[src/rtl/fifo_pkg.sv]
// Shared helpers for the width-converting FIFO controller.
//   step_size(log2)  : slots moved per accepted transfer (1 << log2).
//   count_width(aw)  : bits needed to hold an occupancy of 0..2^aw.
//   count_def_t      : occupancy type for the default 16-slot build.
package fifo_pkg;

    localparam int DEF_ADDR_WIDTH = 4;

    function automatic int step_size(input int log2);
        return 1 << log2;
    endfunction

    function automatic int count_width(input int aw);
        return aw + 1;
    endfunction

    typedef logic [count_width(DEF_ADDR_WIDTH)-1:0] count_def_t;

endpackage

[src/rtl/fifo_ctrl_wc.sv]
// Width-converting FIFO controller. Manages a 2^ADDR_WIDTH-slot register
// file as a circular queue: each accepted write consumes 2^WR_STEP_LOG2
// slots, each accepted read frees 2^RD_STEP_LOG2 slots.
// Ports:
//   clk          rising-edge clock
//   reset        asynchronous active-low reset
//   rd / wr      read / write requests
//   clr_err      synchronous clear of overflow/underflow
//   empty/full   a read / a write is not possible
//   almost_*     programmable occupancy thresholds
//   count        occupied slots, 0..DEPTH
//   w_addr/r_addr base slot of the current write / read
//   wr_ack/rd_ack combinational acceptance of this cycle's requests
//   overflow/underflow sticky rejected-request flags
module fifo_ctrl_wc
    import fifo_pkg::*;
#(
    parameter int ADDR_WIDTH   = 4,
    parameter int WR_STEP_LOG2 = 1,
    parameter int RD_STEP_LOG2 = 0,
    parameter int AF_LEVEL     = 12,
    parameter int AE_LEVEL     = 2
) (
    input  logic                  clk,
    input  logic                  reset,
    input  logic                  rd,
    input  logic                  wr,
    input  logic                  clr_err,
    output logic                  empty,
    output logic                  full,
    output logic                  almost_empty,
    output logic                  almost_full,
    output logic [ADDR_WIDTH:0]   count,
    output logic [ADDR_WIDTH-1:0] w_addr,
    output logic [ADDR_WIDTH-1:0] r_addr,
    output logic                  wr_ack,
    output logic                  rd_ack,
    output logic                  overflow,
    output logic                  underflow
);

    localparam int DEPTH = 1 << ADDR_WIDTH;
    localparam int CW    = count_width(ADDR_WIDTH);
    // One extra bit so count +/- steps never wraps before truncation.
    localparam int XW    = CW + 1;

    localparam logic [XW-1:0] WR_STEP = XW'(step_size(WR_STEP_LOG2));
    localparam logic [XW-1:0] RD_STEP = XW'(step_size(RD_STEP_LOG2));
    localparam logic [XW-1:0] DEPTH_X = XW'(DEPTH);
    localparam logic [XW-1:0] AF_X    = XW'(AF_LEVEL);
    localparam logic [XW-1:0] AE_X    = XW'(AE_LEVEL);

    localparam logic [ADDR_WIDTH-1:0] WR_PTR_STEP = ADDR_WIDTH'(step_size(WR_STEP_LOG2));
    localparam logic [ADDR_WIDTH-1:0] RD_PTR_STEP = ADDR_WIDTH'(step_size(RD_STEP_LOG2));

    if (WR_STEP_LOG2 >= ADDR_WIDTH || RD_STEP_LOG2 >= ADDR_WIDTH) begin : g_bad_step
        $fatal(1, "fifo_ctrl_wc: step must be smaller than the slot array");
    end
    if (AF_LEVEL > DEPTH || AE_LEVEL > DEPTH) begin : g_bad_level
        $fatal(1, "fifo_ctrl_wc: threshold level exceeds depth");
    end

    logic [ADDR_WIDTH-1:0] r_wr_ptr;
    logic [ADDR_WIDTH-1:0] r_rd_ptr;
    logic [CW-1:0]         r_count;
    logic                  r_overflow;
    logic                  r_underflow;

    logic [XW-1:0]         w_count_x;
    logic [XW-1:0]         w_free;
    logic [XW-1:0]         w_count_sum;
    logic                  w_empty;
    logic                  w_full;
    logic                  w_wr_ack;
    logic                  w_rd_ack;
    logic [ADDR_WIDTH-1:0] w_wr_ptr_next;
    logic [ADDR_WIDTH-1:0] w_rd_ptr_next;
    logic [CW-1:0]         w_count_next;
    logic                  w_overflow_next;
    logic                  w_underflow_next;

    always_comb begin
        w_count_x        = {1'b0, r_count};
        w_free           = DEPTH_X - w_count_x;
        w_empty          = w_count_x < RD_STEP;
        w_full           = w_free < WR_STEP;
        // Acceptance sees only pre-edge state: a same-cycle read never
        // makes room for the write.
        w_wr_ack         = wr & ~w_full;
        w_rd_ack         = rd & ~w_empty;
        w_wr_ptr_next    = r_wr_ptr;
        w_rd_ptr_next    = r_rd_ptr;
        w_count_sum      = w_count_x;
        if (w_wr_ack) begin
            w_wr_ptr_next = r_wr_ptr + WR_PTR_STEP;
            w_count_sum   = w_count_sum + WR_STEP;
        end
        if (w_rd_ack) begin
            w_rd_ptr_next = r_rd_ptr + RD_PTR_STEP;
            w_count_sum   = w_count_sum - RD_STEP;
        end
        w_count_next     = w_count_sum[CW-1:0];
        // A set in the same cycle wins over clr_err.
        w_overflow_next  = (wr & w_full) | (r_overflow & ~clr_err);
        w_underflow_next = (rd & w_empty) | (r_underflow & ~clr_err);

        empty        = w_empty;
        full         = w_full;
        almost_empty = w_count_x <= AE_X;
        almost_full  = w_count_x >= AF_X;
        count        = r_count;
        w_addr       = r_wr_ptr;
        r_addr       = r_rd_ptr;
        wr_ack       = w_wr_ack;
        rd_ack       = w_rd_ack;
        overflow     = r_overflow;
        underflow    = r_underflow;
    end

    always_ff @(posedge clk or negedge reset) begin
        if (!reset) begin
            r_wr_ptr    <= '0;
            r_rd_ptr    <= '0;
            r_count     <= '0;
            r_overflow  <= 1'b0;
            r_underflow <= 1'b0;
        end else begin
            r_wr_ptr    <= w_wr_ptr_next;
            r_rd_ptr    <= w_rd_ptr_next;
            r_count     <= w_count_next;
            r_overflow  <= w_overflow_next;
            r_underflow <= w_underflow_next;
        end
    end

endmodule

[config.mk]
export PLATFORM = sky130hd
export DESIGN_NAME = fifo_ctrl_wc
export DESIGN_NICKNAME = d
export VERILOG_FILES = /design/src/rtl/fifo_pkg.sv /design/src/rtl/fifo_ctrl_wc.sv
export SDC_FILE = /design/constraint.sdc
export NUM_CORES = 1
export LEC_CHECK = 0
export ABC_AREA = 1
export CAP_MARGIN = 5
export CORE_AREA = 2 2 61 63
export CTS_CLUSTER_SIZE = 28
export DETAILED_ROUTE_END_ITERATION = 7
export DIE_AREA = 0 0 63 65
export SYNTH_ARGS = -nofsm -noshare
export SYNTH_HDL_FRONTEND = slang
export SYNTH_SLANG_ARGS = --single-unit
[constraint.sdc]
create_clock -name clk -period 4.8 [get_ports clk]
set_input_delay 0.72 -clock clk [delete_from_list [all_inputs] [get_ports clk]]
set_output_delay 0.72 -clock clk [all_outputs]
set_load 0.01 [all_outputs]
# == After elaboration in Yosys (flattened, before gate mapping) ==
# Cells that the tools add are included.
# Widths: inputs -> output; s select.
# word_totals
input_bits,5
out_inout_bits,21
word_cells,27
regBits,15
# classes
n_addsub,5
magnitude_cmp,4
bitwise_logic,11
n_mux,2
# op_table
operator,n
$mux 5,2
$and 1x1->1,6
$lt 6x2->1 const B,1
$sub 5x5->6 const A,1
$add 5x2->5 const B,1
$ge 5x4->1 const B,1
$le 5x2->1 const B,1
$lt 5x1->1 const B,1
$sub 5x1->5 const B,1
$add 4x1->4 const B,1
$add 4x2->4 const B,1
$not 1->1,3
$or 1x1->1,2

# == Logic depth before layout (Yosys ltp) ==
# Gate-level depths: netlist (run 1).
# depth
ltp_word,7
depth_mapped,18
mapped_depth_nobuf,18

# == Worst setup path before layout (run 1) ==
# OpenSTA, ideal clock, no wires.
# synth_path
path_kind,register -> register
from,reg r_count[1] (netlist: count[1])
to,reg r_count[4] (netlist: count[4])
setup_ns,0.113
path_slack_ns,2.592
path_buffers,0
t_required_ns,4.687
arrival_time_ns,2.095
path_stages_with_launch,17
period_less_slack_ns,2.208
path_cell_list,dfrtp_1 inv_1 ha_1 nand3b_1 nor2_2 nand2_4 nand2_8 nand2_1 nand2_2 ha_1 inv_1 nor2_1 nand3_1 nor2_1 nand2_1 nand2_1 inv_1
# synth_via
elab_chain_cells,7
elab_cells_between_ends,11
classes_between,add/sub (3); order compare (2); mux (2); bitwise (4)
# synth_lines
item,line,rtl
from (decl),fifo_ctrl_wc.sv:65,logic [CW-1:0] r_count;
from (signal assigned),fifo_ctrl_wc.sv:130,r_count <= w_count_next;
$sub 5x5->6,fifo_ctrl_wc.sv:84,w_free = DEPTH_X - w_count_x;
$lt 6x2->1,fifo_ctrl_wc.sv:86,w_full = w_free < WR_STEP;
$not 1->1,fifo_ctrl_wc.sv:89,w_wr_ack = wr & ~w_full;
$and 1x1->1,fifo_ctrl_wc.sv:89,
$mux 5,fifo_ctrl_wc.sv:94,if (w_wr_ack) begin
$sub 5x1->5,fifo_ctrl_wc.sv:100,w_count_sum = w_count_sum - RD_STEP;
$mux 5 *,fifo_ctrl_wc.sv:98,if (w_rd_ack) begin
net w_count_sum[4],fifo_ctrl_wc.sv:71,logic [XW-1:0] w_count_sum;
# The timed path passes the listed nets; every way through them passes the cells marked *.
# A chain may end at the register's enable or synchronous reset.

# == Final worst setup path (run 1) ==
# layout_path
from,reg r_count[1] (netlist: count[1])
to,out wr_ack
# layout_via
elab_chain_cells,4
# layout_lines
item,line,rtl
$sub 5x5->6,fifo_ctrl_wc.sv:84,
$lt 6x2->1,fifo_ctrl_wc.sv:86,
$not 1->1,fifo_ctrl_wc.sv:89,
$and 1x1->1,fifo_ctrl_wc.sv:89,
to (decl),fifo_ctrl_wc.sv:36,"output logic wr_ack,"
# No other way between the ends.

==> metrics.cfg, run 1 <==
[final_layout]
drive_gt1_share_pct=10.20
nets=163
n_antenna_cell=0
final_core_util_pct=36.58
stdcell_count=195
area_delta_synth_final_pct=30.52

[timing]
rsz0062_at_grt=false
max_clock_freq_mhz=327.7
slew_violations=0
setup_viol=0
min_period_over_period_pct=63.57
skew_ps=7.048
final.setup.tns_ps=0
worst_slack_ps=1749
tightest_slew_ps=609.5
relSlewSlack_pct=59.24
fin_crit_ps=3051
hold_violations=0

[routing]
routed-via-count=822
first_pass_iters=4
routed_via_density=4.215
wire_per_inst_um=10.92
drt_iter0_markers=28
drc_errors=0
ant_nets=0
finalWirelength_um=2129

[logic_synthesis]
ys_async_sr_fraction_pct=100.0
synth_flop_cell=dfrtp_1
synth_top_cell_by_area=dfrtp_1
yosys_warnings=0
synth_edf_count=0
synthesis.instances=123
synth_common_cells=nand2_1, inv_1, dfrtp_1
seq_area_frac_synth_pct=35.76
ys_types=25
synth_area_leaders=dfrtp_1, nand2_1, ha_1, nand3_1, inv_1
syn_nets=137
avgSynthCellArea_um2=7.965
synth_seq_cells=14
syn-cell-area_um2=979.7
yosys.area.top_type_share_pct=35.76
synth.most_common_cell=nand2_1

[worst_setup_path]
crit_fanout=9
end_kind=output port
timing.rr.end=count[4]$_DFF_PN0_
critPathKind=register to output port
worstPathArrival_ps=2330
r2r_setup_slack_ps=2310
r2r-start=count[1]$_DFF_PN0_
cp-start-kind=register
cp.required_ps=4080
rr_worst_depth=18

[power]
peakVddDrop_v=0.0003457
leakagePower_nw=0.6195
p_per_area_nw_per_um2=703.2

[placed_design]
dp_hpwl_um=1675
gp_congestion=0.7278
pre_cts_ws_ps=1898
dp.cells=192
io_buffer_count=24

[cts]
cts.path.max_buffers=2
cts.clk_slew.worst_paths_ps=70
clk_latency_ps=270
post_cts_buffers=0
cts-root-buf=clkbuf_4
cts.repair.resized=0
cts.sinks=14
htree_levels=1
cts_buffers=3
cts_hold_buf=0
cts_tree=yes

[hold_path]
min_to=r_addr[3]$_DFFE_PN0P_
min_from=r_addr[3]$_DFFE_PN0P_
whs_path_depth=1
worst_hold_path_type=register to register

[global_routing]
antenna_found_initial=0
grt_overflow_total=0
gr-usage-all-layers_pct=11.63
grt_first_pass_wirelength_um=3815
first_global_vias=834
grt_max_degree=15

[floorplan]
die_h_um=65
std_cell_rows=22
dieArea_um2=4095
ioPinCount=26
initial_core_util_pct=28.02
design.core.area_um2=3496
die_w_um=63

[run_status]
outcome=complete, no violations

[flow_run]
maxCapViolations=0

[placed cells by master, fill, tap and decap left out, drive strengths merged, types with 2 or more instances in the layout]
master,Yosys,layout
nand2,42,42
clkdlybuf4s50,0,24
inv,17,17
dfrtp,14,14
nand3,13,13
ha,9,9
xnor2,6,6
nor2,6,6
o21ai,4,4
clkbuf,0,3
nand3b,2,2
xor2,2,2
[power by group]
group	total, W	leakage (nW)	internal, W	switching, W
combinational	0.000582	0.435	0.000284	0.000297
sequential	0.000257	0.171	0.000178	0.0000784
clock	0.0000611	0.0138	0.0000290	0.0000321
[registers in the layout, summed over array words and instances (netlist names)]
name	flops
count	5
r_addr	4
w_addr	3
overflow	1
underflow	1
[per-stage QoR]
stage,total power [W],hold slack [ps],cell area [µm²]
finish,0.0008992,479.0,1279
global route,0.0009979,497.5,1279
CTS,0.0009121,480.3,1279
detailed placement,0.0008426,463.6,1256
global placement,0.0008277,464.6,1256
floorplan,0.0006072,424.4,979.7
[cells by family (layout without fill, tap and decap cells)]
kind of cell | Yosys count | count (layout) | share of synthesized area, %
compound gates | 7 | 7 | 4.854
xor+xnor | 8 | 8 | 7.152
fa+ha+maj | 9 | 9 | 11.49
buf+inv | 20 | 44 | 8.940
flops | 14 | 14 | 35.76
other cells | 1 | 1 | 0.3828
simple gates | 64 | 64 | 31.42
[layer usage]
layer  share of wire [%]  vias up  global-route usage, %
li1                    -      428                      -
met1                  50      375                  14.48
met2                  46       17                  19.95
met3                 3.4        2                  1.736
met4                0.56        0                  5.000
met5                   0        -                      0
[critical path, stage by stage (launching register included)]
cell             delay, ps
dfrtp_1                490
inv_1                  180
ha_1                   280
nand2_1                 80
nand2_1                 50
nand2_1                 70
nor2_2                  60
nand2_4                120
nand2_8                 80
inv_1                  110
clkdlybuf4s50_1        540
[layout make-up]
type                    count  area [µm²]
clock buffers               3       22.52
inverters                  17       63.81
well taps                  48       60.06
multi-input cells          89       541.8
fillers                   385        2217
flip-flops and latches     14       350.3
repair buffers             24       240.2
[worst max-delay path by stage]
| stage | start | endpoint | slack, ps | depth (start not counted) |
|---|---|---|---|---|
| after floorplan | count[1]$_DFF_PN0_ | count[4]$_DFF_PN0_ | 2590 | 16 |
| after global placement | wr | wr_ack | 1920 | 4 |
| after detailed placement | wr | wr_ack | 1900 | 4 |
| after CTS | count[1]$_DFF_PN0_ | wr_ack | 1740 | 10 |
| after global routing | count[1]$_DFF_PN0_ | wr_ack | 1550 | 10 |
| final | count[1]$_DFF_PN0_ | wr_ack | 1750 | 10 |
Note: power is estimated with default switching activity, not from simulation.
==> inputs of run 2 (changes only) <==
clock period = 3.1 ns   (was 4.8 ns; I/O delays follow)
==> run 2 against run 1 <==
Count of clock-buffer cells in the layout increased by 1. Sequential power increased by 53%. Final area increased by 1.1%.
==> metrics.cfg, run 2 (synthesis gave the netlist of run 1 again) <==
[floorplan]
dieArea_um2=4095  ; unchanged
die_w_um=63  ; unchanged
die_h_um=65  ; unchanged
design.core.area_um2=3496  ; unchanged
std_cell_rows=22  ; unchanged
initial_core_util_pct=28.02  ; unchanged
ioPinCount=26  ; unchanged

[cts]
clk_latency_ps=270  ; about the same
cts_hold_buf=0  ; unchanged
cts_buffers=3  ; unchanged
htree_levels=1  ; unchanged
post_cts_buffers=0  ; unchanged
cts_tree=yes  ; unchanged
cts.clk_slew.worst_paths_ps=90  ; was 70 ps
cts.path.max_buffers=2  ; unchanged
cts-root-buf=clkbuf_4  ; unchanged
cts.repair.resized=0  ; unchanged
cts.sinks=14  ; unchanged

[global_routing]
antenna_found_initial=0  ; unchanged
gr-usage-all-layers_pct=11.49  ; was 11.63%
grt_overflow_total=0  ; unchanged
first_global_vias=850  ; was 834
grt_max_degree=15  ; unchanged
grt_first_pass_wirelength_um=3774  ; was 3815 µm

[final_layout]
final_cell_mix=nand2_1, clkdlybuf4s50_1, inv_1  ; unchanged
multi_input_area_um2=541.8  ; unchanged
area_delta_synth_final_pct=31.93  ; was 30.52%
n_antenna_cell=0  ; unchanged
stdcell_count=196  ; was 195
drive_gt1_share_pct=10.81  ; was 10.20%
seq_area_um2=350.3  ; unchanged
fillerInstances=383  ; was 385
nets=163  ; unchanged
final_common_cell=nand2_1  ; unchanged
largest_reg_flops=5  ; unchanged
fin_area_um2=1292  ; was 1279 µm²

[placed_design]
io_buffer_count=24  ; unchanged
dp_hpwl_um=1688  ; was 1675 µm
dp.cells=192  ; unchanged
place_area_um2=1256  ; unchanged
gp_congestion=0.7516  ; was 0.7278

[power]
leakagePower_nw=0.6267  ; was 0.6195 nW
peakVddDrop_v=0.0003944  ; was 0.0003457 V
p_per_area_nw_per_um2=1107  ; was 703.2 nW/µm²

[worst_setup_path]
cp-start-kind=register  ; unchanged
critPathMostFrequentCell=inv_1  ; was nand2_1
critPathKind=register to output port  ; unchanged
worstPathArrival_ps=2320  ; was 2330 ps
end_kind=output port  ; unchanged
cp_cell_sequence=inv_1 > ha_1 > inv_1 > nand2_1 > nand3b_1 > nor2_2 > nand2_4 > nand2_8 > inv_1 > clkdlybuf4s50_1  ; was inv_1 > ha_1 > nand2_1 > nand2_1 > nand2_1 > nor2_2 > nand2_4 > nand2_8 > inv_1 > clkdlybuf4s50_1
crit_fanout=9  ; unchanged
critPathMaxStageDelay_ps=480  ; was 540 ps
cp.required_ps=2630  ; was 4080 ps
critical-path-slowest-cell=clkdlybuf4s50_1  ; unchanged

[routing]
finalWirelength_um=2155  ; was 2129 µm
ant_nets=0  ; unchanged
dr_wl_met3_um=65  ; was 72 µm
drt_iter0_markers=14  ; was 28
routed_via_density=4.219  ; was 4.215
wire_per_inst_um=10.99  ; was 10.92 µm
wirelength_met1_um=1046  ; was 1056 µm
routed-via-count=827  ; was 822
dr_wl_met2_um=1034  ; was 988 µm
drc_errors=0  ; unchanged
first_pass_iters=4  ; unchanged
top_layer=met4  ; unchanged

[timing]
min_period_over_period_pct=90.00
slew_violations=0  ; unchanged
relSlewSlack_pct=59.51  ; was 59.24%
rsz0062_at_grt=false  ; unchanged
hold_ws_ps=481.5  ; was 479.0 ps
max_clock_freq_mhz=358.4
final.setup.tns_ps=0  ; unchanged
setup_viol=0  ; unchanged
fin_crit_ps=2790
hold_violations=0  ; unchanged
tightest_slew_ps=605.5  ; was 609.5 ps
skew_ps=4.193  ; was 7.048 ps

[flow_run]
maxCapViolations=0  ; unchanged

[run_status]
outcome=complete, no violations  ; unchanged

[hold_path]
worst_hold_path_type=register to register  ; unchanged

==> run 2: changes by cell type in the layout (fill, tap and decap cells not counted) <==
| cell | previous run | this run |
|---|---|---|
| clkbuf_8 | 0 | 1 |
==> run 2: where the power goes <==
part	internal [W]	leakage, nW	switching [W]
clock network	0.0000713	0.0210	0.0000577
logic	0.000442	0.435	0.000466
registers	0.000276	0.171	0.000117
total	0.000789	0.627	0.000642
==> run 2: worst paths after layout <==
kind	from	to	slack, ps	cells after the start
setup / recovery	count[0]$_DFFE_PN0P_	wr_ack	310	10
hold / removal	r_addr[3]$_DFFE_PN0P_	r_addr[3]$_DFFE_PN0P_	480	1
setup reg to reg	count[0]$_DFFE_PN0P_	count[4]$_DFF_PN0_	660	18
hold reg to reg	r_addr[3]$_DFFE_PN0P_	r_addr[3]$_DFFE_PN0P_	480	1
max in group asynchronous	reset	count[2]$_DFF_PN0_	2140	1
min in group asynchronous	reset	r_addr[2]$_DFFE_PN0P_	560	1
==> run 2: critical path, delay by kind of cell (launching register included) <==
family                   cells  cell delay [ps]
buffers and inverters        4              840
AND/OR/NAND/NOR              5              510
flip-flops                   1              420
adder cells (fa/ha/maj)      1              270
==> run 2: final cells by class <==
cell class	instances	share of cell area (%)
inverter	17	4.937
clock buffer	4	2.807
tap	48	4.647
sequential	14	27.11
multi-input combinational	89	41.92
timing repair buffer	24	18.59
==> run 2: per-stage QoR <==
step	total power (W)	utilization, %	worst slack (ps)
floorplan	0.0009402	-	892.1
global placement	0.001284	35.93	663.7
detailed placement	0.001307	35.93	637.4
CTS	0.001449	36.97	313.4
global route	0.001567	36.97	140.0
finish	0.001431	36.97	310.1
==> run 2: layer usage <==
| metal | vias up | GRT usage, % |
|---|---|---|
| met1 | 375 | 14.85 |
| met3 | 2 | 1.389 |
| met4 | 0 | 4.167 |
| met2 | 19 | 19.68 |
| met5 | - | 0 |
| li1 | 431 | - |
==> inputs of run 3 (changes only) <==
SKIP_CTS_REPAIR_TIMING = 1   (was default)
==> results of run 3 <==
No change in the layout: final DEF, timing and power equal those of run 2.
